File: config.mk
export PLATFORM = sky130hd
export DESIGN_NAME = serial_frame_rx_flat
export DESIGN_NICKNAME = d
export VERILOG_FILES = /design/src/rtl/serial_frame_rx_if.sv /design/src/rtl/serial_frame_rx.sv /design/src/flat_wrapper.sv
export SDC_FILE = /design/constraint.sdc
export NUM_CORES = 1
export LEC_CHECK = 0
export ABC_AREA = 1
export CAP_MARGIN = 30
export CORE_AREA = 3 3 48 50
export CTS_CLUSTER_SIZE = 12
export DETAILED_ROUTE_END_ITERATION = 16
export DIE_AREA = 0 0 51 53
export HOLD_SLACK_MARGIN = 0.06
export PLACE_DENSITY = 0.74
export SLEW_MARGIN = 40
export SYNTH_ARGS = -nofsm -noshare
export SYNTH_HDL_FRONTEND = slang
export SYNTH_SLANG_ARGS = --single-unit
File: constraint.sdc
create_clock -name clk -period 1.5 [get_ports clk]
set_input_delay 0.375 -clock clk [delete_from_list [all_inputs] [get_ports clk]]
set_output_delay 0.375 -clock clk [all_outputs]
set_load 0.05 [all_outputs]
File: src/rtl/serial_frame_rx_if.sv
// Serial receiver bundle: line in, parallel word and status out.
// master drives the line; slave is the receiver side.
interface serial_frame_rx_if #(
    parameter int WIDTH = 8
);
    logic             si;
    logic [WIDTH-1:0] dout;
    logic             valid;
    logic             frame_err;
    logic             parity_err;
    logic             busy;

    modport master (
        output si,
        input  dout,
        input  valid,
        input  frame_err,
        input  parity_err,
        input  busy
    );

    modport slave (
        input  si,
        output dout,
        output valid,
        output frame_err,
        output parity_err,
        output busy
    );
endinterface

File: src/rtl/serial_frame_rx.sv
// Serial frame receiver: start bit, LSB-first data, optional even
// parity, low stop bit; good words land on dout with a valid pulse.
module serial_frame_rx #(
    parameter int WIDTH     = 8,
    parameter bit PARITY_EN = 1'b0
) (
    input logic         clk,
    input logic         rst,
    serial_frame_rx_if.slave bus
);
    localparam int CW = $clog2(WIDTH + 1);

    typedef enum logic [1:0] {
        IDLE,
        DATA,
        PARITY,
        STOP
    } state_t;

    state_t           state;
    state_t           state_nx;
    logic [CW-1:0]    cnt;
    logic [WIDTH-1:0] sr;
    logic [WIDTH-1:0] dout;
    logic             pbit;
    logic             valid;
    logic             frame_err;
    logic             parity_err;
    logic             valid_nx;
    logic             ferr_nx;
    logic             perr_nx;
    logic             last_bit;
    logic             par_bad;

    assign last_bit = (cnt == CW'(WIDTH - 1));
    // Even parity: data bits plus parity bit must XOR to zero
    assign par_bad  = PARITY_EN && ((^sr) ^ pbit);

    always_ff @(posedge clk) begin
        if (rst) state <= IDLE;
        else     state <= state_nx;
    end

    always_comb begin
        state_nx = state;
        unique case (state)
            IDLE:   if (bus.si) state_nx = DATA;
            DATA:   if (last_bit)
                        state_nx = PARITY_EN ? PARITY : STOP;
            PARITY: state_nx = STOP;
            STOP:   state_nx = IDLE;
        endcase
    end

    always_comb begin
        valid_nx = 1'b0;
        ferr_nx  = 1'b0;
        perr_nx  = 1'b0;
        if (state == STOP) begin
            ferr_nx  = bus.si;
            perr_nx  = par_bad;
            valid_nx = !bus.si && !par_bad;
        end
    end

    always_ff @(posedge clk) begin
        if (rst) begin
            cnt        <= '0;
            sr         <= '0;
            pbit       <= 1'b0;
            dout       <= '0;
            valid      <= 1'b0;
            frame_err  <= 1'b0;
            parity_err <= 1'b0;
        end else begin
            valid      <= valid_nx;
            frame_err  <= ferr_nx;
            parity_err <= perr_nx;
            unique case (state)
                IDLE:   if (bus.si) cnt <= '0;
                DATA: begin
                    sr  <= {bus.si, sr[WIDTH-1:1]};
                    cnt <= cnt + 1'b1;
                end
                PARITY: pbit <= bus.si;
                STOP:   if (valid_nx) dout <= sr;
            endcase
        end
    end

    assign bus.dout       = dout;
    assign bus.valid      = valid;
    assign bus.frame_err  = frame_err;
    assign bus.parity_err = parity_err;
    assign bus.busy       = (state != IDLE);
endmodule
File: src/flat_wrapper.sv
// flat-port wrapper written by rule: the top's interface ports become plain ports
module serial_frame_rx_flat 
#(
    parameter int WIDTH     = 8,
    parameter bit PARITY_EN = 1'b0
)
  (clk, rst, bus_si, bus_dout, bus_valid, bus_frame_err, bus_parity_err, bus_busy);
  serial_frame_rx_if #(.WIDTH(WIDTH)) bus_i ();
  input logic clk;
  input logic rst;
  input wire logic [$bits(bus_i.si)-1:0] bus_si;
  output wire logic [$bits(bus_i.dout)-1:0] bus_dout;
  output wire logic [$bits(bus_i.valid)-1:0] bus_valid;
  output wire logic [$bits(bus_i.frame_err)-1:0] bus_frame_err;
  output wire logic [$bits(bus_i.parity_err)-1:0] bus_parity_err;
  output wire logic [$bits(bus_i.busy)-1:0] bus_busy;
  assign bus_i.si = bus_si;
  assign bus_dout = bus_i.dout;
  assign bus_valid = bus_i.valid;
  assign bus_frame_err = bus_i.frame_err;
  assign bus_parity_err = bus_i.parity_err;
  assign bus_busy = bus_i.busy;
  serial_frame_rx #(.WIDTH(WIDTH), .PARITY_EN(PARITY_EN)) u_core (.clk(clk), .rst(rst), .bus(bus_i));
endmodule
== Yosys cells after proc, flatten, opt, wreduce, memory -nomap -nowiden ==
Index checks and enable logic that the tools add are counted.
W data, S select, Z words.

* Register bits: 24
* Latch bits: 0
* RAM bits: 0
* Bits in read-only memories: 0
* Input bits: 3
* Word-level logic and storage cells: 28
* Memories kept: 0

* Add/sub/neg operators: 1
* Multiply operators: 0
* Divide/modulo/power cells: 0
* Magnitude comparators: 0
* Eq/ne operators: 6
* Shift-type cells: 0
* Mux-type cells: 6
* Bitwise gates (word level): 1
* Reductions and logical operators: 8

{| class="wikitable"
|+ Operators with widths
! operator !! number
|-
| $pmux W2 S4 || 1
|-
| $pmux W4 S2 || 1
|-
| $reduce_and A2 Y1 || 3
|-
| $add A4 B1 Y4 const B || 1
|-
| $eq A2 B2 Y1 const B || 2
|-
| $eq A4 B3 Y1 const B || 1
|-
| $mux W2 || 2
|-
| $mux W4 || 1
|-
| $reduce_bool A2 Y1 || 2
|-
| $eq A2 B1 Y1 const B || 1
|-
| $logic_not A2 Y1 || 1
|-
| $ne A2 B1 Y1 const B || 1
|-
| $ne A2 B2 Y1 const B || 1
|-
| $reduce_or A2 Y1 || 1
|-
| $logic_not A1 Y1 || 1
|-
| $mux W1 || 1
|-
| $not A1 Y1 || 1
|}

== Depth between registers and ports, before layout ==
Gate-level depths: netlist of run 1.

* Depth after elaboration: 3
* Mapped depth: 8

== Least setup slack after synthesis of run 1 ==
Ideal clock, no wire load.

* Path type: register to register
* Start point: register u_core.state[0]
* End point: register u_core.cnt[3]
* Arrival: 1228 ps
* Path slack: 157 ps
* Stages on the path, launching flop included: 9
* Period minus slack after synthesis: 1343 ps
* Path through: dfxtp_1 -> inv_1 -> ha_1 -> inv_2 -> nand2_1 -> nand2_1 -> nand3_1 -> nand2_1 -> nor2_1

* Longest elaborated chain between the ends: 3
* Elaborated cells on any way between the ends: 6
* Those cells by class: eq/ne: 2; mux: 1; reduce/logical: 3

{| class="wikitable"
|+ Ends and longest elaborated chain
! what !! RTL line !! RTL
|-
| start: declaration || serial_frame_rx.sv:20 || <nowiki>state_t state;</nowiki>
|-
| start signal: assignment || serial_frame_rx.sv:41 || <nowiki>else state <= state_nx;</nowiki>
|-
| $eq A2 B1 Y1 / $logic_not A2 Y1 (equally long branches) || serial_frame_rx.sv:79 || <nowiki>unique case (state)</nowiki>
|-
| $reduce_bool A2 Y1 (no source line) / $ne A2 B2 Y1 (equally long branches) || - ||
|-
| $reduce_and A2 Y1 (no source line) || - ||
|-
| end signal: assignment || serial_frame_rx.sv:83 || <nowiki>cnt <= cnt + 1'b1;</nowiki>
|-
| end: declaration || serial_frame_rx.sv:22 || <nowiki>logic [CW-1:0] cnt;</nowiki>
|}

Several ways; a longest one is shown, not always the timed one.
A chain may end at the register's enable or synchronous reset.

== Worst setup path after layout of run 1 ==
* Start point: register u_core.state[1]
* End point: output port bus_busy

* Longest elaborated chain between the ends: 1

{| class="wikitable"
|+ Ends and longest elaborated chain
! what !! RTL line !! RTL
|-
| $reduce_bool A2 Y1 || serial_frame_rx.sv:95 || <nowiki>assign bus.busy = (state != IDLE);</nowiki>
|-
| end: declaration || flat_wrapper.sv:16 || <nowiki>output wire logic [$bits(bus_i.busy)-1:0] bus_busy;</nowiki>
|}

No other way between the ends.

==> summary.md, run 1 <==
| Metric | Value |
|---|---|
| Clock-pin slew on the worst setup and hold paths | 130 ps |
| Outcome | complete, no violations |
| Critical path peak fanout | 4 |
| Data required time of the critical path | 1120 ps |
| Antenna violations before repair | 0 |
| Dpl hpwl | 1290 µm |
| Filler instances | 172 |
| Syn_area_per_cell | 7.40 µm² |
| I/O pins | 15 |
| Max Buffers Root-to-Sink | 2 |
| Worst Hold Class | flip-flop to flip-flop |
| CTS buffer count | 3 |
| Number of global-route vias before repair | 846 |
| Post-Synthesis Net Count | 138 |
| Die height | 53 µm |
| Setup violators final | 0 |
| Pleak | 0.613 nW |
| Number of routed nets with antenna violations | 0 |
| Clock tree root buffer cell | clkbuf_4 |
| Fraction of layout cells with a size suffix above 1 | 0.225 |
| CTS tree | yes |
| Final setup skew | 12.5 ps |
| Pwr/cell area | 1740 nW/µm² |
| VDD IR max | 1.13 mV |
| Vias/cell | 4.98 |
| Routed Wire Length | 1940 µm |
| YS warnings | 0 |
| Row count | 16 |
| Crit end category | primary output |
| Initial Utilization | 0.499 |
| #FFs+latches synth | 24 |
| First-pass GRT wire length | 3530 µm |
| Core Area | 1940 µm² |
| Post-layout minimum cycle time | 1470 ps |
| Post-synth cell types | 18 |
| GRT Total Usage | 0.171 |
| Tot Pwr | 2.31 mW |
| Setup CP Type | flip-flop to primary output |
| Largest net degree at the start of global routing | 22 |
| Slew Viols, Final | 0 |
| P&R area growth vs syn | 36.6% |
| FMAX | 0.682 GHz |
| # diodes | 0 |
| CTS Sinks | 24 |
| Routed len/inst | 10.9 µm |
| Placed inst area | 1260 µm² |
| Final hold vios | 0 |
| Hold Buf Count CTS | 0 |
| Post-layout instance area | 1330 µm² |
| Mapped Area | 970 µm² |
| Post-route DRC violation count | 0 |
| Most frequent cells in the layout | 40 x nor2_1, 22 x dfxtp_1, 16 x nand2_1, 11 x buf_12, 9 x o21ai_0 |
| CTS H-Tree Depth | 1 |
| Type of origin of the critical path | flip-flop |
| Post-Synthesis Cells | 131 |
| Commonest non-fill, non-tap cell in the layout | nor2_1 |
| Crit path arrival time | 1090 ps |
| Via count | 886 |
| Hold path cells | 2 |
| Initial drt markers | 26 |
| Die Area | 2700 µm² |
| Max cap viols | 0 |
| Final period util | 0.977 |
| Register area share after synthesis | 0.495 |
| Worst-skew pair later-pin latency | 320 ps |
| Drt pass-1 iters | 5 |
| Gr ovfl total | 0 |
| Worst r2r path cells | 8 |
| Routability-driven placement congestion ratio | 0.829 |
| Die X | 51 µm |
| IO buf count | 13 |
| Fin nets | 159 |
==> logic make-up (layout without fill, tap and decap cells) <==
group,after synthesis,after routing,synth area share
other cells,1,1,0.00387
flops,24,24,0.495
compound gates,21,21,0.108
simple gates,65,65,0.268
buf+inv,16,36,0.0723
fa+ha+maj,4,4,0.0516
==> synthesized netlist by cell type (all sizes together) <==
master	number	area share
nor3	1	0.0052
buf	4	0.026
nand3	4	0.021
nor2	41	0.16
clkinv	1	0.0039
o21ai	16	0.083
conb	1	0.0039
nand4	2	0.013
ha	4	0.052
inv	11	0.043
nand2	17	0.068
dfxtp	24	0.50
a21oi	5	0.026
==> state kept, by name, indices dropped and copies added, names as in the netlist <==
register	cells
u_core.bus.frame_err	1
u_core.bus.dout	8
u_core.sr	8
u_core.state	2
u_core.bus.valid	1
u_core.cnt	4
==> per-stage QoR <==
stage	cells	hold slack, ps	setup WS [ps]	utilization	setup TNS, ps
floorplan	131	444	157	-	0
global placement	172	467	-9.00	0.647	-9.00
detailed placement	172	486	3.56	0.647	0
CTS	178	512	18.2	0.681	0
global route	178	548	-3.78	0.682	-3.78
finish	178	510	34.7	0.682	0
==> timing repair <==
item                       in CTS  in global routing
resized for setup               5                  2
buffers inserted                2                  0
gates cloned                    0                  0
setup endpoints to repair       1                  1
==> worst max-delay path, cell delays in order (launching register included) <==
cell and delay (ps):
dfxtp_2 360, inv_2 50, ha_4 180, inv_4 60
buf_12 120
==> final cells by class <==
class | instances | area [µm²] | area share
multi-input combinational | 91 | 432 | 0.326
timing repair buffer | 20 | 293 | 0.221
inverter | 12 | 47.5 | 0.0359
clock buffer | 4 | 36.3 | 0.0274
sequential | 24 | 483 | 0.364
tap | 27 | 33.8 | 0.0255
==> metal layers <==
metal / vias up / share of wire / GRT usage / wire length, µm
met1: 400 / 0.46 / 0.201 / 898
met5: - / 0 / 0 / 0
met2: 32 / 0.45 / 0.298 / 871
met3: 3 / 0.073 / 0.0423 / 141
li1: 451 / - / - / -
met4: 0 / 0.014 / 0.0673 / 27
==> power breakdown <==
| group | internal [mW] | total [mW] | switching, mW | leakage [nW] |
|---|---|---|---|---|
| clock network | 0.148 | 0.336 | 0.188 | 0.0210 |
| registers | 0.791 | 0.908 | 0.117 | 0.196 |
| logic | 0.453 | 1.07 | 0.613 | 0.395 |
| total | 1.39 | 2.31 | 0.918 | 0.613 |
==> path summary, 6_finish.rpt <==
check | start | slack [ps] | end
max | u_core.state[1] | 30 | bus_busy
min | u_core.sr[7] | 510 | u_core.bus.dout[7]
max reg2reg | u_core.state[0] | 120 | u_core.cnt[3]
min reg2reg | u_core.sr[7] | 510 | u_core.bus.dout[7]
Power figures use the tool's default switching activity.
==> inputs of run 2 (changes only) <==
clock period = 1.6 ns   (was 1.5 ns; I/O delays follow)
==> run 2 against run 1 <==
  * Final cell count down 1.7%
  * Non-clock buffer count down 3
  * Cell area is 2.5% lower
  * Register-to-register slack better by 130 ps
  * Clock-buffer cell count shrank 1
  * First-iteration DRC count is 50% lower
  * Hold slack better by 2.0 ps
  * Clock power up 29%
  * Critical endpoint unchanged
  * Highest routed layer unchanged
==> summary.md, run 2 (same netlist as run 1, synthesis figures left out) <==
| Metric | Value |
|---|---|
| Outcome | complete, no violations |
| Die height | 53 µm (unchanged) |
| CTS H-Tree Depth | 1 (unchanged) |
| Largest net degree at the start of global routing | 22 (unchanged) |
| Dpl hpwl | 1360 µm (+5.7%) |
| Slowest stage delay, CP | 370 ps (about the same) |
| Worst path slowest cell | dfxtp_2 |
| Setup CP Type | flip-flop to primary output |
| # diodes | 0 (unchanged) |
| Worst Hold Class | flip-flop to flip-flop |
| GRT Total Usage | 0.159 (-0.0125) |
| Commonest non-fill, non-tap cell in the layout | nor2_1 |
| Crit path arrival time | 1130 ps (+40 ps) |
| Initial drt markers | 13 (-50%) |
| Critical Path, Cell by Cell | inv_1 -> ha_4 -> inv_2 -> buf_12 |
| Pleak | 0.600 nW (-2.1%) |
| Routability-driven placement congestion ratio | 0.840 (+1.4%) |
| Via count | 854 (-3.6%) |
| Row count | 16 (unchanged) |
| Max Buffers Root-to-Sink | 2 (unchanged) |
| Critical path peak fanout | 4 (unchanged) |
| IO buf count | 13 (unchanged) |
| CTS Sinks | 24 (unchanged) |
| Max cap viols | 0 (unchanged) |
| Fin nets | 156 (-1.9%) |
| Routed len/inst | 11.6 µm (+6.8%) |
| Gr ovfl total | 0 (unchanged) |
| Clock tree root buffer cell | clkbuf_4 |
| Most frequent cells in the layout | 40 x nor2_1, 22 x dfxtp_1, 16 x nand2_1, 9 x o21ai_0, 9 x buf_12 |
| Hold Buf Count CTS | 0 (unchanged) |
| I/O pins | 15 (unchanged) |
| Die X | 51 µm (unchanged) |
| Antenna violations before repair | 0 (unchanged) |
| Worst-skew pair later-pin latency | 310 ps (about the same) |
| First-pass GRT wire length | 3250 µm (-8.0%) |
| CP Buf/Inv Count | 3 (unchanged) |
| Family with the most delay on the worst path | flip-flops |
| VDD IR max | 1.05 mV (-7.0%) |
| Top flop regs | u_core.bus.dout (8), u_core.sr (8), u_core.cnt (4) |
| FMAX | 0.653 GHz |
| Clock-pin slew on the worst setup and hold paths | 130 ps (about the same) |
| Drt pass-1 iters | 4 (-1) |
| Data required time of the critical path | 1200 ps (+80 ps) |
| Pwr/cell area | 1740 nW/µm² (about the same) |
| Setup TNS | 0 ps (unchanged) |
| Fin Hold WS | 512 ps (+2.00 ps) |
| Unrepaired setup endpoints after global routing | false |
| Post-layout minimum cycle time | 1530 ps |
| Slew Viols, Final | 0 (unchanged) |
| Number of routed nets with antenna violations | 0 (unchanged) |
| CTS buffer count | 3 (unchanged) |
| P&R area growth vs syn | 33.2% |
| Setup violators final | 0 (unchanged) |
| Die Area | 2700 µm² (unchanged) |
| Routed Wire Length | 2030 µm (+5.0%) |
| Initial Utilization | 0.499 (unchanged) |
| Fraction of layout cells with a size suffix above 1 | 0.196 (-0.0292) |
| Final period util | 0.957 |
| Final hold vios | 0 (unchanged) |
| Core Area | 1940 µm² (unchanged) |
| CTS tree | yes |
| Type of origin of the critical path | flip-flop |
| Final setup skew | 7.92 ps (-4.53 ps) |
| Number of global-route vias before repair | 772 (-8.7%) |
| Post-route DRC violation count | 0 (unchanged) |
| Crit end category | primary output |
| Vias/cell | 4.88 (-2.0%) |
## run 2: cell types whose count changed in the layout (fill, tap and decap cells not counted), sizes merged
cell    before  now
bufinv       0    1
buf         18   15
clkbuf       4    3
## run 2: path summary, 6_finish.rpt
| path | startpoint | to | slack [ps] | cells after the start |
|---|---|---|---|---|
| setup / recovery | u_core.state[1] | bus_busy | 70 | 4 |
| hold / removal | u_core.cnt[2] | u_core.cnt[2] | 510 | 2 |
| setup reg to reg | u_core.state[0] | u_core.state[1] | 250 | 7 |
| hold reg to reg | u_core.cnt[2] | u_core.cnt[2] | 510 | 2 |
## run 2: layout make-up
| type | count | area, µm² |
|---|---|---|
| inverters | 12 | 45.0 |
| clock buffers | 3 | 22.5 |
| multi-input cells | 91 | 432 |
| flip-flops and latches | 24 | 483 |
| well taps | 27 | 33.8 |
| fillers | 176 | 651 |
| repair buffers | 17 | 245 |
| clock inverters | 1 | 30.0 |
## run 2: worst register-to-register path: cells and delay by family, from the launching register on
family	cells	cell delay, ps
buf+inv	2	200
flops	1	350
simple gates	4	480
fa+ha+maj	1	280
## run 2: routing by layer
| layer | track usage | share of wire |
|---|---|---|
| met5 | 0 | 0 |
| met4 | 0.0762 | 0.020 |
| met3 | 0.0338 | 0.047 |
| met2 | 0.268 | 0.47 |
| met1 | 0.191 | 0.46 |
## run 2: timing repair
item / in CTS / in global routing
setup endpoints to repair: 1 / 1
setup buffers: 1 / 0
resized for setup: 2 / 2
pin swaps: 0 / 0
## run 2: metrics by stage
stage / cell area (µm²) / power [mW] / util / instances / setup WS [ps]
6_report: 1290 / 2.25 / 0.665 / 175 / 69.4
5_1_grt: 1290 / 2.38 / 0.665 / 175 / 17.3
4_1_cts: 1280 / 2.22 / 0.659 / 175 / 11.9
3_5_place_dp: 1220 / 1.75 / 0.626 / 170 / 13.9
3_3_place_gp: 1220 / 1.73 / 0.626 / 170 / 80.0
2_1_floorplan: 970 / 1.43 / - / 131 / 257
## run 2: where the power goes
part	switching (mW)	internal, mW	leakage (nW)
Clock	0.182	0.253	0.0279
Sequential	0.111	0.742	0.196
Combinational	0.570	0.391	0.376
Total	0.863	1.39	0.600
